## src/rtl/reg_file_32x32_pkg.sv

```systemverilog
`default_nettype none
// ============================================================================
// Module   : reg_file_32x32_pkg
// Brief    : Shared widths, register count and clear-sequencer state encoding
//            for the 32 x 32 register file.
// Revision : 1.0 - initial release
// ============================================================================
package reg_file_32x32_pkg;

    localparam int DATA_W = 32;
    localparam int ADDR_W = 5;
    localparam int NREG   = 2 ** ADDR_W;

    // Clear sequencer states: CLEAR walks every index, READY is terminal.
    typedef enum logic [0:0] {
        CLEAR = 1'b0,
        READY = 1'b1
    } state_t;

endpackage
`default_nettype wire

```

## src/rtl/reg_file_clr_seq.sv

```systemverilog
`default_nettype none
// ============================================================================
// Module   : reg_file_clr_seq
// Brief    : Post-reset clear sequencer. Walks every register index once,
//            requesting a zero write for each, then raises ready for good.
// Revision : 1.0 - initial release
// ============================================================================
module reg_file_clr_seq #(
    parameter int ADDR_W = reg_file_32x32_pkg::ADDR_W
) (
    input  logic              clk,
    input  logic              rst_n,
    output logic              clr_en,
    output logic [ADDR_W-1:0] clr_idx,
    output logic              ready
);
    import reg_file_32x32_pkg::*;

    state_t            r_state_q;
    state_t            w_state_d;
    logic [ADDR_W-1:0] r_cnt_q;
    logic [ADDR_W-1:0] w_cnt_d;
    logic              r_ready_q;
    logic              w_ready_d;

    // Next-state: step the index while clearing, leave READY only via reset.
    always_comb begin
        w_state_d = r_state_q;
        w_cnt_d   = r_cnt_q;
        if (r_state_q == CLEAR) begin
            w_cnt_d = r_cnt_q + 1'b1;
            if (r_cnt_q == '1) begin
                w_state_d = READY;
            end
        end
        w_ready_d = (w_state_d == READY);
    end

    // State, counter and the registered ready decode; reset restarts the walk.
    always_ff @(posedge clk) begin
        if (!rst_n) begin
            r_state_q <= CLEAR;
            r_cnt_q   <= '0;
            r_ready_q <= 1'b0;
        end else begin
            r_state_q <= w_state_d;
            r_cnt_q   <= w_cnt_d;
            r_ready_q <= w_ready_d;
        end
    end

    // No clear write happens on a reset edge: reset alone never touches data.
    assign clr_en  = (r_state_q == CLEAR) && rst_n;
    assign clr_idx = r_cnt_q;
    assign ready   = r_ready_q;

endmodule
`default_nettype wire

```

## src/rtl/reg_file_32x32.sv

```systemverilog
`default_nettype none
// ============================================================================
// Module   : reg_file_32x32
// Brief    : 32-entry register file, one write port, two combinational read
//            ports with write-first bypass, register 0 hard-wired to zero,
//            cleared by a sequencer after every reset.
// Revision : 1.0 - initial release
// ============================================================================
module reg_file_32x32 #(
    parameter int DATA_W = reg_file_32x32_pkg::DATA_W,
    parameter int ADDR_W = reg_file_32x32_pkg::ADDR_W
) (
    input  logic              Clk,
    input  logic              Rst_n,
    input  logic              RegWrite,
    input  logic [ADDR_W-1:0] WriteReg,
    input  logic [DATA_W-1:0] WriteData,
    input  logic [ADDR_W-1:0] ReadReg1,
    input  logic [ADDR_W-1:0] ReadReg2,
    output logic [DATA_W-1:0] ReadData1,
    output logic [DATA_W-1:0] ReadData2,
    output logic              Ready
);
    import reg_file_32x32_pkg::*;

    localparam int DEPTH = 2 ** ADDR_W;

    logic              w_clr_en;
    logic [ADDR_W-1:0] w_clr_idx;
    logic              w_ready;

    logic              w_user_wr;
    logic              w_wr_en;
    logic [ADDR_W-1:0] w_wr_idx;
    logic [DATA_W-1:0] w_wr_data;

    logic [DATA_W-1:0] r_regs_q [DEPTH];

    reg_file_clr_seq #(
        .ADDR_W (ADDR_W)
    ) u_clr_seq (
        .clk     (Clk),
        .rst_n   (Rst_n),
        .clr_en  (w_clr_en),
        .clr_idx (w_clr_idx),
        .ready   (w_ready)
    );

    // Merge the clear walk and the user write into one array write port;
    // the two are mutually exclusive because user writes need ready.
    always_comb begin
        w_user_wr = w_ready && Rst_n && RegWrite && (WriteReg != '0);
        w_wr_en   = w_clr_en || w_user_wr;
        w_wr_idx  = w_clr_en ? w_clr_idx : WriteReg;
        w_wr_data = w_clr_en ? '0 : WriteData;
    end

    // Storage array; deliberately not reset so only the clear walk zeroes it.
    always_ff @(posedge Clk) begin
        if (w_wr_en) begin
            r_regs_q[w_wr_idx] <= w_wr_data;
        end
    end

    // Read port 1: zero until ready, then bypass, then x0, then the array.
    always_comb begin
        if (!w_ready || !Rst_n) begin
            ReadData1 = '0;
        end else if (w_user_wr && (WriteReg == ReadReg1)) begin
            ReadData1 = WriteData;
        end else if (ReadReg1 == '0) begin
            ReadData1 = '0;
        end else begin
            ReadData1 = r_regs_q[ReadReg1];
        end
    end

    // Read port 2: same priority as port 1, bypassed independently.
    always_comb begin
        if (!w_ready || !Rst_n) begin
            ReadData2 = '0;
        end else if (w_user_wr && (WriteReg == ReadReg2)) begin
            ReadData2 = WriteData;
        end else if (ReadReg2 == '0) begin
            ReadData2 = '0;
        end else begin
            ReadData2 = r_regs_q[ReadReg2];
        end
    end

    assign Ready = w_ready;

endmodule
`default_nettype wire

```

## config.mk

```make
export PLATFORM = sky130hd
export DESIGN_NAME = reg_file_32x32
export DESIGN_NICKNAME = d
export VERILOG_FILES = /design/src/rtl/reg_file_32x32_pkg.sv /design/src/rtl/reg_file_clr_seq.sv /design/src/rtl/reg_file_32x32.sv
export SDC_FILE = /design/constraint.sdc
export NUM_CORES = 1
export LEC_CHECK = 0
export ABC_AREA = 0
export CAP_MARGIN = 20
export CORE_ASPECT_RATIO = 1.1
export CORE_UTILIZATION = 60
export CTS_CLUSTER_SIZE = 30
export DETAILED_ROUTE_END_ITERATION = 7
export GPL_TIMING_DRIVEN = 0
export PLACE_DENSITY = 0.79
export SLEW_MARGIN = 20
export SYNTH_ARGS = -nofsm -noshare
export SYNTH_HDL_FRONTEND = slang
export SYNTH_SLANG_ARGS = --single-unit
```

## constraint.sdc

```tcl
create_clock -name Clk -period 4.8 [get_ports Clk]
set_input_delay 0.96 -clock Clk [delete_from_list [all_inputs] [get_ports Clk]]
set_output_delay 0.96 -clock Clk [all_outputs]
set_load 0.03 [all_outputs]
```

; ---- Word-level counts from Yosys, hierarchy flattened
; Memory sizes are Yosys's and may differ from the RTL's.
; Index checks and enable logic that the tools add are counted.
[totals]
memories = 1
output_inout_bits = 65
ram_bits = 1024
register_bits = 6
[memory_table]
columns = memory, depth, width, read_ports, rd_ports_with_merged_regs, wr, line
row1 = r_regs_q, 32, 32, 2, 0, 1, reg_file_32x32.sv:37  ; logic [DATA_W-1:0] r_regs_q [DEPTH];
[op_classes]
n_eq_ne = 3
bitwise = 1
n_reduce_logical = 13
mux = 12
add_sub_neg = 1
[ops]
columns = cell, count
row1 = 32-bit 2-to-1 mux, 7
row2 = 5-bit equality test, 2
row3 = 5-bit zero test, 2
row4 = 1-bit logical AND, 6
row5 = 5-bit by 1-bit adder with 5-bit output (second input constant), 1
row6 = 5-bit equality test (second input constant), 1
row7 = 5-bit 2-to-1 mux, 1
row8 = 5-bit nonzero test, 1
row9 = 1-bit 2-to-1 mux, 4
row10 = 1-bit zero test, 2
row11 = 1-bit logical OR, 2
row12 = 1-bit inverter, 1

; ---- Logic depth before layout (Yosys ltp)
; Gate-level depths: netlist of the first run.
[depth]
ltp_word = 6
depth_mapped = 8
ltp_nobuf = 5

; ---- Cells and area by module
; From an unflattened synthesis of the first run, not the netlist that was laid out.
[unflattened]
hier_cells = 2414
hier_area_um2 = 48272.5
[modules_own_cells]
columns = module, n_inst, seq_area_each_um2, area_each_um2, cells_each
row1 = reg_file_32x32, 1, 30749.5, 47987.3, 2390
row2 = reg_file_clr_seq, 1, 120.1, 285.3, 24

; ---- Least setup slack after synthesis of the first run
; OpenSTA, ideal clock, no wires.
[synth_timing]
kind = input to output
from = input port ReadReg2[0]
to = output port ReadData2[10]
t_arrival_ns = 2.931
path_slack_ns = 0.909
path_stages = 7
required_time_ns = 3.840
cell_sequence = clkbuf_1 > buf_2 > buf_2 > mux4_2 > a211oi_1 > a211oi_1 > a221o_1
[synth_via]
elab_chain_len = 4
word_cells_on_any_way = 7
[synth_lines]
columns = element, line
row1 = from (decl), reg_file_32x32.sv:19  ; input logic [ADDR_W-1:0] ReadReg2,
row2 = memory read 32 x 32 bit (tied with other cells), n/a
row3 = 32-bit 2-to-1 mux / 1-bit logical AND (equally long branches), "reg_file_32x32.sv:84, reg_file_32x32.sv:82"
row4 = 32-bit 2-to-1 mux (*), reg_file_32x32.sv:82  ; end else if (w_user_wr && (WriteReg == ReadReg2)) begin
row5 = 32-bit 2-to-1 mux (*), reg_file_32x32.sv:80  ; if (!w_ready || !Rst_n) begin
row6 = to (decl), reg_file_32x32.sv:21  ; output logic [DATA_W-1:0] ReadData2,
; Mark *: on every way between the ends. The rest lies on a longest branch, timed or not.

; ---- Worst setup path in the final report of the first run
[layout_timing]
from = input port WriteReg[2]
to = output port ReadData2[16]
[layout_via]
elab_chain_len = 5
word_cells_on_any_way = 6
[layout_lines]
columns = element, line
row1 = from (decl), reg_file_32x32.sv:16  ; input logic [ADDR_W-1:0] WriteReg,
row2 = 5-bit nonzero test, reg_file_32x32.sv:52  ; w_user_wr = w_ready && Rst_n && RegWrite && (WriteReg != '0);
row3 = 1-bit logical AND, reg_file_32x32.sv:52
row4 = 1-bit logical AND (*), reg_file_32x32.sv:82
row5 = 32-bit 2-to-1 mux (*), reg_file_32x32.sv:82
row6 = 32-bit 2-to-1 mux (*), reg_file_32x32.sv:80
; Marked as above.

==> results.yml, run 1 <==
synth:
  avgSynthCellArea_um2: 19.9
  netlist_instances: 2416
  async_flop_share_pct: 0
  yosysMostFrequentCell: "edfxtp_1"
  syn_nets: 2468
  yosys-top-cells-area: "edfxtp_1 (64%), mux4_2 (24%), a211oi_1 (2.0%), a22oi_1 (2.0%), mux2i_1 (1.4%)"
  synth_seq_cells: 1030
  synth_edf_count: 1024
  yosysTopAreaCellShare_pct: 64.0
  ys_top_cells_by_count: "edfxtp_1 (1024), mux4_2 (512), clkbuf_1 (132)"
  yosysTopAreaCell: "edfxtp_1"
  synth_seq_area_share_pct: 64.2
  synth_ff_type: "edfxtp_1"
  syn_area_um2: 48100
  yosys.cell_types.count: 39
  yosysWarnings: 0
detailed_routing:
  wl_mm: 149
  wire_per_inst_um: 39.2
  drt_iter0_markers: 5427
  post-route-drc-count: 0
  vias: 30045
  ant_nets: 0
  firstDrtPassIters: 8
  vias_per_cell: 7.89
sta:
  fmax_mhz: 202
  fin_ws_ns: -0.143
  maxSlewHeadroom_pct: 19.6
  setup_violations: 11
  fin_tns_setup_ns: -0.409
  hold_violations: 0
  period_minus_slack_ns: 4.94
  slew_violations: 0
  finalCritPeriodShare_pct: 103
  hold_slack_ns: 0.633
  worstMarginPinSlew_ns: 1.21
  rsz0062_at_grt: "true"
  clock_skew_ns: 0.0184
global_routing:
  grt_pass1_vias: 30755
  antenna_found_initial: 12
  overflow: 0
  grt_max_degree: 33
  grt_pass1_wl_mm: 213
  gr-usage-all-layers_pct: 37.2
setup_path:
  start_kind: "primary input"
  cp_slowest_cell: "clkdlybuf4s50_1"
  path_buf_inv: 4
  arrival_ns: 3.98
  critPathMaxStageDelay_ns: 0.71
  cp_top_family: "buffers and inverters"
  crit_required_ns: 3.84
  worst-setup-path-type: "in -> out"
  path_cells: "dlygate4sd2_1 > or3_1 > o31ai_4 > buf_4 > o31a_1 > clkbuf_8 > a221o_1 > clkdlybuf4s50_1"
  worstSetupEndpointType: "primary output"
  path_max_fanout: 10
cells_and_area:
  drive_above_1_share_pct: 35.8
  fin_area_um2: 55900
  final-instance-count-excl-fill: 3809
  multi_input_area_um2: 16900
  area.growth.synth_to_final_pct: 16.3
  area.sequential_um2: 30900
  fin_util_pct: 70.8
  fin_nets: 2729
  n_fill_cell: 4526
pwr:
  p_sw_mw: 4.47
  max-vdd-ir-drop_mv: 0.299
  p_int_mw: 15.2
  power_frac_comb_pct: 8.6
  pwr-share-seq_pct: 50.9
  power_mw: 19.7
  swShare_pct: 22.7
  clkPwrFrac_pct: 40.5
  leakagePower_nw: 18.2
  p_per_area_nw_per_um2: 351
floorplan:
  die_area_um2: 81300
  core_um2: 79100
  pin_count: 115
  initial_core_util_pct: 60.8
  num_rows: 108
  fp.dieW_um: 272
  die_h_um: 299
clock_network:
  tritoncts: "yes"
  ctsHtreeMaxLevel: 3
  cts.sinks: 1030
  cts_buffer_depth: 3
  cts_buffers: 98
  cts-root-buf: "clkbuf_16"
  path_clk_slew_ns: 0.07
  insertion_delay_ns: 0.67
min_path:
  hp-class: "reg -> reg"
place:
  dpl.hpwl_mm: 102
  gp_congestion: 0.941
  place_ws_ns: -1.10
  placed_cell_area_um2: 52000
  place_inst: 3616
  io_buffers: 102
status:
  violations: "negative setup slack"
  status: "complete, but fails checks"
job:
  cap_viol_max_count: 0
## cells in the final DEF, fill, tap and decap left out, types with 34 or more instances in the layout
| cell type | count |
|---|---|
| a211oi_1 | 82 |
| edfxtp_1 | 1024 |
| nand2_1 | 77 |
| mux4_2 | 512 |
| buf_2 | 34 |
| clkdlybuf4s50_1 | 37 |
| clkbuf_1 | 82 |
| a22oi_1 | 127 |
| clkbuf_16 | 103 |
| nor2b_1 | 70 |
| clkbuf_2 | 65 |
| buf_4 | 38 |
| mux2i_1 | 67 |
| a211oi_2 | 39 |
| dlygate4sd2_1 | 41 |
| buf_16 | 42 |
| a221o_1 | 63 |
## state kept, by name (all words and copies together) (netlist names)
name                 flops
r_regs_q              1024
u_clr_seq.clr_idx        5
u_clr_seq.r_state_q      1
## area by class of cell
class | count | share of cell area, %
Antenna cell | 6 | 0.0268
Buffer | 212 | 2.13
Clock buffer | 123 | 4.74
Clock inverter | 58 | 1.09
Inverter | 1 | 0.00671
Multi-Input combinational cell | 1173 | 30.3
Sequential cell | 1030 | 55.2
Tap cell | 1045 | 2.34
Timing Repair Buffer | 161 | 4.21
## metal layers
metal | up-vias | GRT usage [%] | share of wire [%]
met5 | - | 0 | 0.071
met4 | 16 | 21.3 | 6.9
met3 | 752 | 11.0 | 15
met2 | 2985 | 58.3 | 47
met1 | 15162 | 46.9 | 31
li1 | 11130 | - | -
## cells by family after synthesis
kind of cell | Yosys count | share of synthesized area (%)
xor gates and xnor gates | 13 | 0.237
AOI/OAI and AO/OA | 333 | 5.57
buffers and inverters | 213 | 1.90
and+or+nand+nor | 245 | 2.63
muxes | 580 | 25.4
DFF | 1030 | 64.2
adders and majority gates | 2 | 0.0520
## path summary, 6_finish.rpt
check	slack (ns)	startpoint	endpoint	cells past startpoint
setup / recovery	-0.14	WriteReg[2]	ReadData2[16]	8
hold / removal	0.63	u_clr_seq.clr_idx[1]$_SDFFE_PN0N_	u_clr_seq.clr_idx[1]$_SDFFE_PN0N_	2
setup reg to reg	0.93	u_clr_seq.r_state_q$_SDFF_PN0_	r_regs_q[22][19]$_DFFE_PP_	6
hold reg to reg	0.63	u_clr_seq.clr_idx[1]$_SDFFE_PN0N_	u_clr_seq.clr_idx[1]$_SDFFE_PN0N_	2
## power groups by stage
stage | registers, mW | clock network [mW] | logic (mW)
after CTS | 10.0 | 7.93 | 1.63
after floorplan | 10.2 | 0 | 0.996
after detailed placement | 10.2 | 0 | 1.58
after global placement | 10.2 | 0 | 1.47
final | 10.0 | 7.95 | 1.69
after global routing | 10.0 | 8.23 | 1.73
## tightest hold or removal path, stage by stage (launching register included)
cell and delay [ns]:
dfxtp_1 0.38, mux2i_1 0.15, nor2b_1 0.05
## what timing repair did
item / in CTS / in global routing
hold buffers: 0 / 0
endpoints found under the setup margin: 64 / 47
buffers inserted: 3 / 2
resized for setup: 227 / 84
pin swaps: 3 / 1
hold endpoints to repair: 0 / 0
Note: power is estimated with default switching activity, not from simulation.
==> inputs of run 2 (changes only) <==
Settings changed: SKIP_CTS_REPAIR_TIMING from default to 1.
==> run 2 against run 1 <==
  * Clock skew is 0.0036 ns higher
  * Setup slack worse by 0.19 ns
  * Register-to-register slack hardly changed
  * Critical path depth is 1 lower
  * Non-clock buffer count is 1 lower
  * Combinational power hardly changed
  * The run ends with design-rule violations, negative setup slack left
  * First-iteration DRC count hardly changed
  * Die area stayed put
  * Wire length is 0.35% higher
  * Sequential share of layout area is 0.24 points lower
  * Worst hold slack worse by 0.0037 ns
==> results.yml, run 2 (synthesis gave the netlist of run 1 again) <==
min_path:
  hp-class: "reg -> reg"
place:
  dpl.hpwl_mm: 102
  io_buffers: 102
  gp_congestion: 0.941
  placed_cell_area_um2: 52000
  place_inst: 3616
  place_ws_ns: -1.10
status:
  status: "complete, but fails checks"
  violations: "design-rule violations, negative setup slack"
global_routing:
  grt_pass1_vias: 30728
  grt_pass1_wl_mm: 212
  grt_max_degree: 33
  antenna_found_initial: 5
  gr-usage-all-layers_pct: 37.0
  overflow: 0
floorplan:
  initial_core_util_pct: 60.8
  die_area_um2: 81300
  fp.dieW_um: 272
  num_rows: 108
  pin_count: 115
  core_um2: 79100
  die_h_um: 299
cells_and_area:
  fin_util_pct: 71.1
  n_fill_cell: 4458
  area.growth.synth_to_final_pct: 16.9
  fin_area_um2: 56200
  largest_reg_flops: 1024
  top_register: "r_regs_q"
  drive_above_1_share_pct: 35.6
  mostFrequentLayoutCells: "edfxtp_1 (1024), mux4_2 (512), a22oi_1 (128)"
  final_common_cell: "edfxtp_1"
  final-instance-count-excl-fill: 3804
  fin_nets: 2728
clock_network:
  cts_buffer_depth: 3
  tritoncts: "yes"
  insertion_delay_ns: 0.67
  cts.sinks: 1030
  cts_buffers: 98
  cts-root-buf: "clkbuf_16"
  ctsHtreeMaxLevel: 3
  path_clk_slew_ns: 0.07
sta:
  slew_violations: 0
  finalCritPeriodShare_pct: 107
  fin_ws_ns: -0.329
  hold_violations: 0
  period_minus_slack_ns: 5.13
  setup_violations: 7
  maxSlewHeadroom_pct: 16.6
  worstMarginPinSlew_ns: 1.25
  fmax_mhz: 195
  clock_skew_ns: 0.0220
  rsz0062_at_grt: "true"
setup_path:
  path_max_fanout: 10
  arrival_ns: 4.17
  critPathMaxStageDelay_ns: 0.71
  worstSetupEndpointType: "primary output"
  path_buf_inv: 3
  start_kind: "flip-flop"
  path_cells: "clkbuf_1 > nand2_1 > nor3_1 > o31a_1 > clkbuf_4 > a221o_1 > clkdlybuf4s50_1"
  worst-setup-path-type: "reg -> out"
  crit_required_ns: 3.84
  cp_slowest_cell: "clkdlybuf4s50_1"
  cp_top_family: "buffers and inverters"
pwr:
  p_per_area_nw_per_um2: 350
  power_mw: 19.7
  max-vdd-ir-drop_mv: 0.298
  leakagePower_nw: 18.9
detailed_routing:
  wl_mm: 150
  ant_nets: 0
  vias_per_cell: 7.94
  post-route-drc-count: 3
  firstDrtPassIters: 8
  wire_per_inst_um: 39.4
  vias: 30204
  drt_iter0_markers: 5430
job:
  cap_viol_max_count: 0
## run 2: path summary, 6_finish.rpt
kind	slack, ns	start	depth (start not counted)	end
setup reg to reg	0.94	u_clr_seq.r_state_q$_SDFF_PN0_	6	r_regs_q[8][17]$_DFFE_PP_
hold / removal	0.63	u_clr_seq.clr_idx[1]$_SDFFE_PN0N_	2	u_clr_seq.clr_idx[1]$_SDFFE_PN0N_
setup / recovery	-0.33	u_clr_seq.r_state_q$_SDFF_PN0_	7	ReadData2[17]
hold reg to reg	0.63	u_clr_seq.clr_idx[1]$_SDFFE_PN0N_	2	u_clr_seq.clr_idx[1]$_SDFFE_PN0N_
## run 2: worst min-delay path: stages (launching register included)
cell and delay (ns):
dfxtp_1 0.38, mux2i_1 0.15, nor2b_1 0.05
## run 2: cell type report
class / instances / area, µm² / area share, %
plain buffers: 212 / 1190 / 2.12
clock inverters: 58 / 608 / 1.08
diodes: 2 / 5.00 / 0.00891
clock buffers: 123 / 2650 / 4.72
well taps: 1045 / 1310 / 2.33
inverters: 1 / 3.75 / 0.00668
flip-flops and latches: 1030 / 30900 / 54.9
multi-input cells: 1173 / 17000 / 30.2
repair buffers: 160 / 2570 / 4.57
## run 2: where the power goes
group	total [mW]	leakage [nW]	switching (mW)	internal [mW]
clock	7.96	1.58	3.40	4.56
combinational	1.71	7.88	1.05	0.656
sequential	10.0	9.42	0.0377	9.97
## run 2: routing by layer
metal  up-vias  routed length (µm)  GRT usage, %
li1      11100                   -             -
met1     15340               46500          46.4
met4         8               10300          20.9
met2      3006               71300          58.1
met5         -                  50             0
met3       750               21600          11.3
## run 2: metrics by stage
| step | setup TNS (ns) | hold slack, ns |
|---|---|---|
| 6_report | -1.06 | 0.629 |
| 3_5_place_dp | -52.30 | 0.607 |
| 5_1_grt | -0.802 | 0.647 |
| 4_1_cts | -54.68 | 0.615 |
| 2_1_floorplan | 0 | 0.551 |
| 3_3_place_gp | -1314.62 | 0.593 |
